--- src/rtl/fetch_ctrl.sv ---
// fetch_ctrl: redirect and stall controller for the instruction fetch stage.
// Arbitrates branch / return-from-interrupt / interrupt redirects, holds a
// redirect pending while instruction memory is busy, and sequences the
// flush, halt and interrupt entry/exit of the pipeline.
//
// Handshake to fetch: branch_to_new is a one-cycle command carrying
// branch_pc; instruction memory signals readiness as ~mem_busy. A redirect is
// issued only on an edge where it is pending (or just accepted) and mem_busy
// is low; otherwise it stays in pend_v/pend_pc and the command is withheld.
module fetch_ctrl #(
    parameter int              PC_W      = 16,
    parameter logic [PC_W-1:0] IRQ_VEC   = 16'h0010,
    parameter int              FLUSH_CYC = 2
) (
    input  logic            clk,
    input  logic            rst,
    input  logic            br_valid,
    input  logic [PC_W-1:0] br_target,
    input  logic            reti,
    input  logic            irq_req,
    input  logic            halt_req,
    input  logic            hazard_stall,
    input  logic            mem_busy,
    input  logic [PC_W-1:0] flush_pc,
    output logic            stall,
    output logic            branch_to_new,
    output logic [PC_W-1:0] branch_pc,
    output logic            flush,
    output logic            irq_ack,
    output logic [PC_W-1:0] epc,
    output logic            in_handler,
    output logic            halted,
    output logic [1:0]      dbg_state
);

    typedef enum logic [1:0] {
        ST_RUN   = 2'd0,
        ST_FLUSH = 2'd1,
        ST_HALT  = 2'd2
    } state_e;

    localparam logic [2:0] FLUSH_INIT = 3'(FLUSH_CYC);

    state_e          state_q, state_d;
    logic [2:0]      cnt_q, cnt_d;
    logic            pend_v_q, pend_v_d;
    logic [PC_W-1:0] pend_pc_q, pend_pc_d;
    logic            btn_q, btn_d;
    logic [PC_W-1:0] bpc_q, bpc_d;
    logic            flush_q, flush_d;
    logic            irq_ack_q, irq_ack_d;
    logic [PC_W-1:0] epc_q, epc_d;
    logic            in_handler_q, in_handler_d;
    logic            halted_q, halted_d;

    logic            take;
    logic [PC_W-1:0] tgt;

    // Next-state: redirect arbitration, pending issue, flush counter and FSM.
    always_comb begin
        state_d      = state_q;
        cnt_d        = (cnt_q != 3'd0) ? cnt_q - 3'd1 : 3'd0;
        pend_v_d     = pend_v_q;
        pend_pc_d    = pend_pc_q;
        btn_d        = 1'b0;
        bpc_d        = bpc_q;
        irq_ack_d    = 1'b0;
        epc_d        = epc_q;
        in_handler_d = in_handler_q;
        halted_d     = halted_q;
        take         = 1'b0;
        tgt          = pend_pc_q;

        case (state_q)
            ST_RUN: begin
                if (br_valid) begin
                    take = 1'b1;
                    tgt  = br_target;
                end else if (reti) begin
                    take         = 1'b1;
                    tgt          = epc_q;
                    in_handler_d = 1'b0;
                end else if (irq_req && !in_handler_q) begin
                    take         = 1'b1;
                    tgt          = IRQ_VEC;
                    epc_d        = flush_pc;
                    in_handler_d = 1'b1;
                    irq_ack_d    = 1'b1;
                end else if (halt_req) begin
                    state_d  = ST_HALT;
                    halted_d = 1'b1;
                end
            end
            ST_HALT: begin
                // Only an interrupt can wake a halted core.
                if (irq_req && !in_handler_q) begin
                    take         = 1'b1;
                    tgt          = IRQ_VEC;
                    epc_d        = flush_pc;
                    in_handler_d = 1'b1;
                    irq_ack_d    = 1'b1;
                    halted_d     = 1'b0;
                end
            end
            default: begin
                // FLUSH: requests come from squashed instructions; ignore them.
            end
        endcase

        if (take) begin
            pend_v_d  = 1'b1;
            pend_pc_d = tgt;
            cnt_d     = FLUSH_INIT;
            state_d   = ST_FLUSH;
        end

        // Issue the pending redirect as soon as memory can accept it; a
        // freshly accepted redirect goes out on the very next cycle.
        if (pend_v_d && !mem_busy) begin
            btn_d    = 1'b1;
            bpc_d    = pend_pc_d;
            pend_v_d = 1'b0;
        end

        flush_d = (cnt_d != 3'd0);

        if (state_d == ST_FLUSH && cnt_d == 3'd0 && !pend_v_d) begin
            state_d = ST_RUN;
        end
    end

    // State register with synchronous active-high reset.
    always_ff @(posedge clk) begin
        if (rst) begin
            state_q      <= ST_RUN;
            cnt_q        <= 3'd0;
            pend_v_q     <= 1'b0;
            pend_pc_q    <= '0;
            btn_q        <= 1'b0;
            bpc_q        <= '0;
            flush_q      <= 1'b0;
            irq_ack_q    <= 1'b0;
            epc_q        <= '0;
            in_handler_q <= 1'b0;
            halted_q     <= 1'b0;
        end else begin
            state_q      <= state_d;
            cnt_q        <= cnt_d;
            pend_v_q     <= pend_v_d;
            pend_pc_q    <= pend_pc_d;
            btn_q        <= btn_d;
            bpc_q        <= bpc_d;
            flush_q      <= flush_d;
            irq_ack_q    <= irq_ack_d;
            epc_q        <= epc_d;
            in_handler_q <= in_handler_d;
            halted_q     <= halted_d;
        end
    end

    // Stall is the only combinational output; never stall while redirecting.
    always_comb begin
        stall = 1'b0;
        if (!btn_q) begin
            stall = hazard_stall | mem_busy | halted_q | pend_v_q;
        end
    end

    assign branch_to_new = btn_q;
    assign branch_pc     = bpc_q;
    assign flush         = flush_q;
    assign irq_ack       = irq_ack_q;
    assign epc           = epc_q;
    assign in_handler    = in_handler_q;
    assign halted        = halted_q;
    assign dbg_state     = state_q;

endmodule

--- config.mk ---
export PLATFORM = sky130hd
export DESIGN_NAME = fetch_ctrl
export DESIGN_NICKNAME = d
export VERILOG_FILES = /design/src/rtl/fetch_ctrl.sv
export SDC_FILE = /design/constraint.sdc
export NUM_CORES = 1
export LEC_CHECK = 0
export BUFFER_PORTS_ARGS = -buffer_cell sky130_fd_sc_hd__buf_2
export CORE_MARGIN = 2
export CORE_UTILIZATION = 50
export DETAILED_ROUTE_END_ITERATION = 6
export GPL_TIMING_DRIVEN = 1
export PLACE_DENSITY_LB_ADDON = 0.08
export SLEW_MARGIN = 20
export SYNTH_ARGS = -nofsm -noshare
export SYNTH_HDL_FRONTEND = slang
export SYNTH_SLANG_ARGS = --single-unit
--- constraint.sdc ---
create_clock -name clk -period 2.11 [get_ports clk]
set_input_delay 0.3165 -clock clk [delete_from_list [all_inputs] [get_ports clk]]
set_output_delay 0.3165 -clock clk [all_outputs]
set_load 0.03 [all_outputs]
==> results of run 1 <==
[synth_stat cells, types with 2 or more instances]
cell type  count  area, um2
nor4_2         6       75.1
nand2_1       37        139
nor4b_1        3       26.3
a21oi_1       23        115
a31oi_1        3       18.8
buf_2          9       45.0
o21ai_1        2       10.0
nor2b_1       16        100
nor4_1         9       56.3
o2bb2ai_1     13        114
nor3b_1       16        120
clkbuf_1       9       33.8
dfxtp_1       59       1180
inv_1          4       15.0
buf_6          2       22.5
buf_1          2       7.51
o22ai_1       14       87.6
nor2_1        26       97.6
o21ai_0        3       15.0
nor3_1         3       15.0
[worst register-to-register path: stages (launching register included)]
cell and delay (ps):
dfxtp_1 360, nand2b_1 310, a211oi_2 470, buf_4 260
o22ai_1 110, o2bb2ai_1 210
[through the flow]
stage	power [uW]	cells
detailed placement	2450	412
floorplan	2160	275
CTS	3580	427
finish	3570	427
global placement	2430	412
global route	3740	427
[state kept, by name (all words and copies together), names as in the netlist]
name           count
dbg_state          2
halted             1
branch_to_new      1
flush              1
pend_v_q           1
epc               16
pend_pc_q         16
irq_ack            1
in_handler         1
branch_pc         16
cnt_q              3
[report_power, final]
part	internal, uW	leakage, uW	switching, uW
clock	686	0.000108	449
sequential	1300	0.000483	101
combinational	379	0.000737	664
[final cells by class]
type | count | area [um2] | share of cell area (%)
sequential | 59 | 1180 | 37.9
inverter | 5 | 18.8 | 0.602
clock inverter | 5 | 77.6 | 2.49
timing repair buffer | 92 | 493 | 15.8
multi-input combinational | 189 | 1130 | 36.1
clock buffer | 10 | 138 | 4.41
tap | 67 | 83.8 | 2.69
[cell families after synthesis]
kind of cell    count (synthesis)
flops                          59
buf+inv                        27
compound gates                 68
simple gates                  121
[final timing paths]
path	cells past startpoint	from	end
hold / removal	3	flush_pc[8]	epc[8]$_SDFFE_PP0P_
setup reg to reg	5	in_handler$_SDFFE_PP0P_	branch_pc[1]$_SDFFE_PP0P_
hold reg to reg	1	branch_pc[5]$_SDFFE_PP0P_	branch_pc[5]$_SDFFE_PP0P_
setup / recovery	5	in_handler$_SDFFE_PP0P_	branch_pc[1]$_SDFFE_PP0P_
[metal layers]
layer | vias up | global-route usage, %
met3 | 17 | 5.21
met2 | 64 | 39.8
met1 | 1070 | 32.5
li1 | 1136 | -
met5 | - | 0
met4 | 0 | 14.7
==> metrics.csv, run 1 <==
stage;metric;value;unit
timing;fin_setup_tns;0;ps
critical_path;worstPathCellList;nand2b_1, a211oi_2, buf_4, o22ai_1, o2bb2ai_1;
power;powerDensity;1150;nW/um2
finish;syn2layout_area_growth;28.1;%
critical_path;crit_buf_inv;1;
placed_design;dpl_cell_area;2900;um2
placed_design;gp_congestion;0.886;
clock_tree;postCtsResizedCells;0;
yosys;synth_cells;275;
timing;rsz0062_at_grt;no;
yosys;synth_edf_count;0;
critical_path;crit_required;2370;ps
timing;setup_ws;322;ps
floorplan;io-pin-count;80;
floorplan;dieArea;5440;um2
route;wl;6450;um
yosys;synth-xor-area-share;0;%
global_route;grt_max_degree;27;
route;wl_per_cell;15.1;um
clock_tree;htreeDepth;3;
yosys;synthSimpleGateAreaFrac;27.5;%
clock_tree;clk_path_buf_depth;2;
placed_design;dp_slack;346;ps
route;wl_met3;302;um
finish;layout_commonest_cell;buf_2;
placed_design;port_buffers;79;
floorplan;core_area;4720;um2
yosys;syn_area;2430;um2
timing;fin_crit_sh;84.8;%
finish;final_area;3120;um2
clock_tree;clk_pin_slew_worst_paths;70;ps
clock_tree;insertion_delay;340;ps
finish;layout.nets;396;
route;antenna_left;0;
global_route;grt_pass1_wl;10300;um
min_path;hp-class;input pin to flip-flop;
global_route;grt_pass1_vias;2136;
route;via_per_inst;5.36;
yosys;avgSynthCellArea;8.85;um2
global_route;grt_overflow;0;
clock_tree;cts.sinks;59;
yosys;synth_compound_area_share;18.7;%
clock_tree;cts_tree;built;
timing;max_freq;559;MHz
finish;final_util;66.0;%
finish;antenna_cells;0;
floorplan;start_util;51.5;%
finish;nFillCells;419;
route;dr.pass1.iters;4;
power;irDropWorstVdd;0.617;mV
critical_path;cp_slowest_stage_delay;460;ps
timing;fin_crit;1790;ps
floorplan;fp-row-count;25;
global_route;grt_antenna_before_repair;0;
yosys;postSynth.asyncResetShare;0;%
critical_path;end_kind;flip-flop;
yosys;synth_cell_types;36;
clock_tree;root_buffer;clkbuf_8;
yosys;yosysSeqAreaShare;48.5;%
timing;holdWs;212;ps
critical_path;path_max_fanout;10;
critical_path;criticalPathCategory;flip-flop to flip-flop;
finish;drive_gt1_share;32.8;%
yosys;yosysWarnings;0;
yosys;synth_top_family_by_area;simple AND/OR/NAND/NOR gates;
global_route;grt_usage;25.5;%
route;met1Wirelength;2890;um
clock_tree;cts_post_setup_buffers_inserted;0;
yosys;synth_ff_type;dfxtp_1;
critical_path;r2r_slack;320;ps
job;drv_cap;0;
timing;worstMarginPinSlew;576;ps
yosys;synth_fp_nets;315;
critical_path;slowest_stage;a211oi_2;
clock_tree;hold_buffers;0;
timing;hold_viol_final;0;
yosys;synth_fa_ha_area_share;0;%
timing;finClkSkew;8.71;ps
critical_path;crit_family;compound AO/OA/AOI/OAI gates;
outcome;outcome;finished, final reports clean;
route;met2_length;3080;um
route;drt_iter0_markers;155;
yosys;synth_seq_cells;59;
finish;final_cell_mix;79 x buf_2, 59 x dfxtp_1, 37 x nand2_1;
critical_path;start_kind;flip-flop;
timing;setup_viol;0;
route;top_layer_used;met4;
power;leakage;0.00133;uW
placed_design;dp_hpwl;4580;um
yosys;synth_mux_area_share;0;%
floorplan;die_w;73.8;um
floorplan;die_y;73.8;um
timing;slew_headroom;61.5;%
route;dr_total_vias;2287;
timing;maxSlewViolCount;0;
critical_path;worstPathArrival;2050;ps
clock_tree;numCtsBuffers;9;
route;drc;0;
No activity file was read; power rests on OpenSTA's default activity.
==> run 2: changes to the inputs <==
==> constraint.sdc (replaced) <==
create_clock -name clk -period 1.7 [get_ports clk]
set_input_delay 0.255 -clock clk [delete_from_list [all_inputs] [get_ports clk]]
set_output_delay 0.255 -clock clk [all_outputs]
set_load 0.03 [all_outputs]
==> run 2 against run 1 <==
Compared with the run above: critical path depth unchanged; fmax up 12%; global-route usage down 1.2 points; first-iteration DRC count down 15%; critical path type unchanged; largest power group unchanged.
==> metrics.csv, run 2 (synthesis results as in run 1) <==
stage;metric;value;unit
outcome;outcome;finished, final reports clean;
global_route;grt_max_degree;38;
global_route;grt-busiest-layer;met2;
placed_design;port_buffers;79;
clock_tree;clk_pin_slew_worst_paths;70;ps
floorplan;io-pin-count;80;
clock_tree;htreeDepth;3;
placed_design;dp_hpwl;4540;um
finish;layout_commonest_cell;buf_2;
placed_design;gp_congestion;0.874;
global_route;grt_pass1_wl;10000;um
timing;rsz0062_at_grt;no;
route;drc;0;
power;powerDensity;1360;nW/um2
global_route;grt_overflow;0;
power;leakage;0.00138;uW
critical_path;worstPathCellList;nand2b_1, a211oi_2, buf_4, nand2_1, a31oi_1;
global_route;grtUsageMet1;31.7;%
clock_tree;clk_path_buf_depth;2;
timing;fin_crit_sh;93.6;%
clock_tree;insertion_delay;340;ps
finish;nFillCells;401;
critical_path;start_kind;flip-flop;
critical_path;cp_slowest_stage_delay;420;ps
global_route;grt_pass1_vias;2093;
timing;worstMarginPinSlew;546;ps
route;dr.pass1.iters;4;
route;via_per_inst;5.36;
global_route;grt_usage;24.3;%
timing;slew_headroom;63.1;%
clock_tree;hold_buffers;0;
finish;antenna_cells;0;
critical_path;worstPathArrival;1840;ps
timing;max_freq;628;MHz
timing;maxSlewViolCount;0;
finish;syn2layout_area_growth;31.8;%
power;irDropWorstVdd;0.664;mV
min_path;hp-class;input pin to flip-flop;
critical_path;criticalPathCategory;flip-flop to flip-flop;
route;wl;6180;um
finish;drive_gt1_share;34.9;%
route;wl_per_cell;14.1;um
placed_design;dpl_cell_area;3000;um2
route;drt_iter0_markers;131;
finish;layout.nets;405;
clock_tree;cts.sinks;59;
clock_tree;root_buffer;clkbuf_8;
power;power.total;4370;uW
critical_path;slowest_stage;a211oi_2;
floorplan;core_area;4720;um2
finish;final_cell_mix;79 x buf_2, 59 x dfxtp_1, 37 x nand2_1;
timing;finClkSkew;10.1;ps
global_route;grt_antenna_before_repair;0;
critical_path;path_max_fanout;7;
global_route;met2_usage;38.3;%
timing;setup_viol;0;
route;antenna_left;0;
floorplan;start_util;51.5;%
global_route;grt.met3_usage;5.08;%
route;dr_total_vias;2341;
job;drv_cap;0;
critical_path;crit_required;1950;ps
clock_tree;cts_tree;built;
finish;final_area;3210;um2
floorplan;fp-row-count;25;
floorplan;dieArea;5440;um2
timing;hold_viol_final;0;
floorplan;die_y;73.8;um
floorplan;die_w;73.8;um
clock_tree;numCtsBuffers;9;
critical_path;end_kind;flip-flop;
timing;fin_crit;1590;ps
-- run 2: per-stage QoR --
stage	hold WS [ps]	util (%)	std cells	setup TNS, ps	worst slack [ps]
6_report	151	67.9	437	0	109
5_1_grt	167	67.9	437	0	6.24
4_1_cts	142	67.7	437	0	94.8
3_5_place_dp	444	63.4	421	-3.64	-3.64
3_3_place_gp	443	63.4	421	-28.8	-23.4
2_1_floorplan	391	-	275	0	28.3
-- run 2: area by class of cell --
class	count	area, um2	share of cell area, %
sequential	59	1180	36.8
inverter	5	18.8	0.585
clock buffer	9	124	3.86
tap	67	83.8	2.61
timing repair buffer	101	586	18.2
clock inverter	7	77.6	2.42
multi-input combinational	189	1140	35.5
-- run 2: repair_timing --
action	4_1_cts	5_1_grt
buffers inserted	0	0
setup endpoints to repair	0	18
gates resized for setup	0	2
-- run 2: per-layer routing --
layer	share of wire, %	vias up
met5	0	-
met4	2.6	0
met3	5.4	14
met2	47	85
met1	45	1081
li1	-	1161
-- run 2: worst max-delay path, delay by kind of cell, from the launching register on --
kind,cells,cell delay (ps)
buf+inv,1,220
simple gates,2,380
flops,1,320
compound gates,2,600
-- run 2: where the power goes --
group	switching [uW]	total [uW]	internal, uW
Combinational	856	1390	535
Clock	584	1270	685
Sequential	104	1710	1610
Total	1540	4370	2830
-- run 2: worst paths after layout --
check,cells after the start,slack (ps),start,to
max,5,110,in_handler$_SDFFE_PP0P_,branch_pc[7]$_SDFFE_PP0P_
min,3,150,flush_pc[11],epc[11]$_SDFFE_PP0P_
max reg2reg,5,110,in_handler$_SDFFE_PP0P_,branch_pc[7]$_SDFFE_PP0P_
min reg2reg,1,460,cnt_q[0]$_SDFF_PP0_,cnt_q[0]$_SDFF_PP0_
